$ cat src/rtl/fifo_wr_arbiter.sv
// Round-robin write-port arbiter: locks the FIFO write port to one producer per burst,
// honouring full (stall) and almost-full (no new burst) flags.
module fifo_wr_arbiter #(
    parameter  int unsigned NUM_REQ   = 4,
    parameter  int unsigned DATA_W    = 128,
    parameter  int unsigned MAX_BURST = 16,
    localparam int unsigned GW        = (NUM_REQ > 1) ? $clog2(NUM_REQ) : 1,
    localparam int unsigned CW        = $clog2(MAX_BURST + 1)
) (
    input  logic                        clk,
    input  logic                        reset,
    input  logic [NUM_REQ-1:0]          req_valid,
    input  logic [NUM_REQ-1:0]          req_last,
    input  logic [NUM_REQ*DATA_W-1:0]   req_data,
    output logic [NUM_REQ-1:0]          req_ready,
    input  logic                        fifo_full,
    input  logic                        fifo_alm_full,
    output logic                        o_wren,
    output logic [DATA_W-1:0]           o_wdata,
    output logic [GW-1:0]               o_grant_id,
    output logic                        o_busy,
    output logic [CW-1:0]               o_beat_cnt,
    output logic [31:0]                 o_total_cnt,
    output logic                        o_err
);

    typedef enum logic {IDLE, BURST} state_t;

    state_t          state_q, state_d;
    logic [GW-1:0]   grant_q, grant_d;
    logic [GW-1:0]   last_q, last_d;
    logic [CW-1:0]   beat_q, beat_d;
    logic [31:0]     total_q, total_d;
    logic            err_q, err_d;

    logic            accept_c;
    logic            win_found_c;
    logic [GW-1:0]   winner_c;
    logic [GW-1:0]   idx_c;

    // First valid requester searching upward from last_grant+1, wrapping
    always_comb begin
        win_found_c = 1'b0;
        winner_c    = '0;
        idx_c       = '0;
        for (int unsigned i = 1; i <= NUM_REQ; i++) begin
            idx_c = GW'((32'(last_q) + i) % NUM_REQ);
            if (!win_found_c && req_valid[idx_c]) begin
                win_found_c = 1'b1;
                winner_c    = idx_c;
            end
        end
    end

    assign accept_c = (state_q == BURST) && req_valid[grant_q] && !fifo_full;

    always_comb begin
        state_d = state_q;
        grant_d = grant_q;
        last_d  = last_q;
        beat_d  = beat_q;
        total_d = total_q;
        err_d   = err_q;
        case (state_q)
            IDLE: begin
                if (win_found_c && !fifo_alm_full) begin
                    grant_d = winner_c;
                    beat_d  = '0;
                    state_d = BURST;
                end
            end
            BURST: begin
                if (accept_c) begin
                    beat_d  = beat_q + CW'(1);
                    total_d = total_q + 32'd1;
                    if (req_last[grant_q]) begin
                        state_d = IDLE;
                        last_d  = grant_q;
                    end else if (beat_q == CW'(MAX_BURST - 1)) begin
                        // Runaway burst: cut it off and flag it
                        state_d = IDLE;
                        last_d  = grant_q;
                        err_d   = 1'b1;
                    end
                end
            end
            default: state_d = IDLE;
        endcase
    end

    always_ff @(posedge clk) begin
        if (reset) begin
            state_q <= IDLE;
            grant_q <= '0;
            last_q  <= GW'(NUM_REQ - 1);
            beat_q  <= '0;
            total_q <= '0;
            err_q   <= 1'b0;
        end else begin
            state_q <= state_d;
            grant_q <= grant_d;
            last_q  <= last_d;
            beat_q  <= beat_d;
            total_q <= total_d;
            err_q   <= err_d;
        end
    end

    // Write side is combinational so the FIFO takes the beat on the accepting edge
    always_comb begin
        req_ready = '0;
        o_wdata   = '0;
        if (state_q == BURST) begin
            o_wdata = req_data[32'(grant_q)*DATA_W +: DATA_W];
            if (!reset) begin
                req_ready[grant_q] = !fifo_full;
            end
        end
    end

    assign o_wren      = accept_c && !reset;
    assign o_grant_id  = grant_q;
    assign o_busy      = (state_q == BURST);
    assign o_beat_cnt  = beat_q;
    assign o_total_cnt = total_q;
    assign o_err       = err_q;

endmodule

$ cat config.mk
export PLATFORM = sky130hd
export DESIGN_NAME = fifo_wr_arbiter
export DESIGN_NICKNAME = d
export VERILOG_FILES = /design/src/rtl/fifo_wr_arbiter.sv
export SDC_FILE = /design/constraint.sdc
export NUM_CORES = 1
export LEC_CHECK = 0
export BUFFER_PORTS_ARGS = -buffer_cell sky130_fd_sc_hd__buf_2
export CORE_AREA = 5 5 265 267
export DETAILED_ROUTE_END_ITERATION = 8
export DIE_AREA = 0 0 270 272
export HOLD_SLACK_MARGIN = 0.12
export PLACE_DENSITY = 0.32
export SLEW_MARGIN = 10
export SYNTH_ARGS = -nofsm -noshare
export SYNTH_HDL_FRONTEND = slang
export SYNTH_SLANG_ARGS = --single-unit
$ cat constraint.sdc
create_clock -name clk -period 5 [get_ports clk]
set_input_delay 0.75 -clock clk [delete_from_list [all_inputs] [get_ports clk]]
set_output_delay 0.75 -clock clk [all_outputs]
set_load 0.005 [all_outputs]
# Yosys cells after proc, flatten, opt, wreduce, memory -nomap -nowiden
# Cells that the tools add are included.
[totals]
reg_bits = 43
inputBits = 524
word_cells = 80
out_inout_bits = 174
[classes]
reduce_logical = 20
n_mux = 35
magnitude_cmp = 6
eq_ne = 3
n_addsub = 6
shift = 1
bitwise_logic = 3
[op_table]
columns = ["cell", "count"]
rows = [
  ["$shiftx A512 B10 Y128", 1],
  ["$mux W128", 1],
  ["$add A32 B1 Y32 const B", 1],
  ["$lt A2 B3 Y1 const B", 5],
  ["$mux W1", 15],
  ["$bmux W1 S2", 6],
  ["$mux W2", 6],
  ["$mux W5", 2],
  ["$pmux W5 S2", 1],
  ["$logic_and A1 B1 Y1", 8],
  ["$mux W4", 2],
  ["$logic_not A1 Y1", 6],
  ["$reduce_and A2 Y1", 3],
  ["$add A5 B1 Y5 const B", 1],
  ["$eq A5 B4 Y1 const B", 1],
  ["$add A2 B1 Y2 const B", 2],
  ["$add A2 B2 Y2 const B", 2],
  ["$and A4 B4 Y4", 1],
  ["$reduce_and A4 Y1", 1],
  ["$reduce_and A3 Y1", 1],
  ["$demux W1 S2", 1],
  ["$ge A2 B1 Y1 const B", 1],
  ["$ne A2 B1 Y1 const B", 1],
  ["$ne A2 B2 Y1 const B", 1],
  ["3 further kinds", 4],
]

# Longest topological paths before layout
[depth]
ltp_word = 16
ltp_mapped = 7
depth_no_buf = 6

# Least setup slack after synthesis
# Ideal clock, no wire load.
[synth_path]
kind = "flip-flop to output port"
startpoint = "register grant_q[0], in the netlist o_grant_id[0]"
endpoint = "output port o_wdata[100]"
n_path_buf = 3
t_required_ns = 4.250
slack_ns = 2.427
stages_incl_launch_ff = 6
arrival_ns = 1.823
cell_sequence = "dfxtp_1 buf_2 buf_2 buf_2 mux4_2 and2_1"
[synth_between]
elab_chain_len = 2
[synth_rtl]
columns = ["item", "line_no", "rtl"]
rows = [
  ["start: declaration", "30", "logic [GW-1:0] grant_q, grant_d;"],
  ["start signal: assignment", "101", "grant_q <= grant_d;"],
  ["$shiftx A512 B10 Y128", "114", "o_wdata = req_data[32'(grant_q)*DATA_W +: DATA_W];"],
  ["$mux W128", "113", "if (state_q == BURST) begin"],
  ["end: declaration", "19", "output logic [DATA_W-1:0] o_wdata,"],
]
# Every way passes these cells.

# Worst setup path after layout
[layout_path]
startpoint = "register grant_q[0], in the netlist o_grant_id[0]"
endpoint = "output port o_wdata[98]"
# The elaborated chain is that of the path after synthesis.

==> run metrics <==
clock buffer depth=2; reg-to-reg endpoint=o_total_cnt[27]$_SDFFE_PP0P_; leakage power=4.88 nW; Syn Nets=1093; Worst-path clk slew=80 ps; reg-to-reg slack, setup=about 2200 ps; RR Startpoint=o_grant_id[0]$_SDFFE_PP0P_; Fin Setup TNS=0 ps; ys flop type=dfxtp_1; final wirelength=49900 um; post-synthesis sequential area ratio=0.140; top area cells in the synthesized netlist=mux4_2, dfxtp_1, and2_1; unrepaired setup endpoints after global routing=no; DIE HEIGHT=272 um; Worst path max stage delay=880 ps; Period minus WS final=~3300 ps; share of post-route cells with drive strength above 1=0.703; fmax=between 300 and 400 MHz; root buf cell=clkbuf_16; Post-CTS Resized=0; Netlist Area Pre-Place=between 6000 and 7000 um2; crit path kind=flop to primary output; Total Power=1.48 mW; clock latency on the worst-skew pair=approximately 300 ps; first-pass GRT wire length=67500 um; Hold Fails Final Rpt=0; Synth top area share=0.476; site row count=96; synthesis-stage register bit count=between 40 and 50; hold_buf cts=0; Yosys Warn Count=0; synth cell count leaders=and2_1, mux4_2, dfxtp_1, clkbuf_1, a21oi_1; router iterations before antenna repair=5; H-tree depth=2; GRT Residual Overflow=0; WL/cell=23.5 um; Syn Area/Cell=10.9 um2; synth-to-layout area growth=75.9%; Post-CTS Setup Repair Bufs=0; final routed DRC violation total=0; worst hold path startpoint=o_err$_SDFFE_PP0P_; initial antenna violation count=48; ANT nets after route=0; total CTS buffers=5; die area=~73000 um2; Initial Util=0.0907; synthesized instance count=566; gp weighted congestion=0.893; pwr dens=136 nW/um2; worst min-delay path category=flop to flop; Die X-Extent=between 200 and 300 um; vias in the first global route=8600; Critical Path RT=about 4300 ps; CTS tree=done; Post-synth EDFFs=0; Final Slew Violations=0; CP max stage cell=dfxtp_4; Async SR Flop Fraction=0; Hold EP=o_err$_SDFFE_PP0P_; clk_skew=14.0 ps; FF-to-FF path depth=4; status=completed; Critical Path AT=2560 ps; Cell Chain, Critical Path=buf_4, mux4_2, and2_1, buf_2; Synth cell types=46; total track usage=0.126; Crit. End Element=primary output; area leader, netlist=mux4_2; Worst Max-Slew Pin Slew=957 ps; crit path max fanout=37; Max-slew headroom=0.362; input/output buffers=697; clk sinks=43; final net count=1749; final setup violation count=0; top-level I/O count=between 600 and 700; Starting DRT DRC Count=around 480; period utilisation layout=0.662; Core Footprint=67900 um2; DR vias=8127; maxcap violations=0; Post-DP HPWL=44300 um; Hold Path Depth=1; crit path launch type=flop; Max VDD drop=96.5 uV; routed vias/inst=~3.8; largest net degree at the start of global routing=~90
-- state kept, by name, indices dropped and copies added, names as in the netlist --
name	count
o_total_cnt	32
o_beat_cnt	5
last_q	2
o_grant_id	2
o_busy	1
o_err	1
-- kinds of logic (layout without fill, tap and decap cells) --
group | count (synthesis) | in the layout | synth area share
buf+inv | 65 | 722 | 0.0435
mux | 142 | 142 | 0.497
flops | 43 | 43 | 0.140
other cells | 0 | 16 | 0
xor+xnor | 5 | 5 | 0.00711
fa+ha+maj | 3 | 3 | 0.00610
compound gates | 66 | 66 | 0.0677
simple gates | 242 | 242 | 0.239
-- layout make-up --
class                      count  area, um2
clock buffer                   5        125
tap                          882       1100
fill                        7782      57000
clock inverter                 3       25.0
multi-input combinational    458       5040
antenna                       16       40.0
timing repair buffer         706       3590
sequential                    43        872
inverter                       8       30.0
-- where the power goes --
part | internal (mW) | total, mW | switching [mW] | leakage [nW]
Sequential | 0.346 | 0.378 | 0.0323 | 0.349
Combinational | 0.453 | 0.759 | 0.306 | 4.46
Clock | 0.187 | 0.341 | 0.154 | 0.0701
Total | 0.986 | 1.48 | 0.492 | 4.88
-- cell usage in the layout (no fill, tap or decap), types with 11 or more instances in the layout --
master   synthesis  layout
nand2_1         13      13
mux4_2         130     130
o31ai_1         11      11
nand3_1         15      15
nor2_1          18      18
a21oi_1         23      23
and2_1         130     130
diode_2          0      16
o21ai_0         13      13
or4_1           11      11
buf_2           19     697
dfxtp_1         43      40
-- metal layers --
layer,track usage,wire length (um),vias to the layer above
li1,-,-,3605
met2,0.221,24800,461
met5,0,74,-
met3,0.0535,4700,75
met1,0.146,19500,3974
met4,0.0240,886,12
-- metrics by stage --
step | worst slack (ps) | instances | hold WS, ps | instance area, um2 | utilization
after floorplan | 2430 | 566 | 464 | 6160 | -
after global placement | 1910 | 2097 | 471 | 10600 | 0.157
after detailed placement | 1900 | 2097 | 486 | 10600 | 0.157
after CTS | 1570 | 2105 | 499 | 10800 | 0.159
after global routing | 1470 | 2109 | 509 | 10800 | 0.159
final | 1690 | 2121 | 490 | 10800 | 0.160
-- worst max-delay path, delay by kind of cell, from the launching register on --
kind	cells	cell delay [ps]
simple gates	1	170
flops	1	880
mux	1	570
buf+inv	2	560
-- worst max path at each step --
stage / start / endpoint / slack (ps) / cells after the start
global placement: o_grant_id[0]$_SDFFE_PP0P_ / o_wdata[18] / 1910 / 4
global route: o_grant_id[0]$_SDFFE_PP0P_ / o_wdata[98] / 1470 / 4
CTS: o_grant_id[0]$_SDFFE_PP0P_ / o_wdata[18] / 1570 / 4
detailed placement: o_grant_id[0]$_SDFFE_PP0P_ / o_wdata[18] / 1900 / 4
finish: o_grant_id[0]$_SDFFE_PP0P_ / o_wdata[98] / 1690 / 4
floorplan: o_grant_id[0]$_SDFFE_PP0P_ / o_wdata[100] / 2430 / 5
Note: power is estimated with default switching activity, not from simulation.
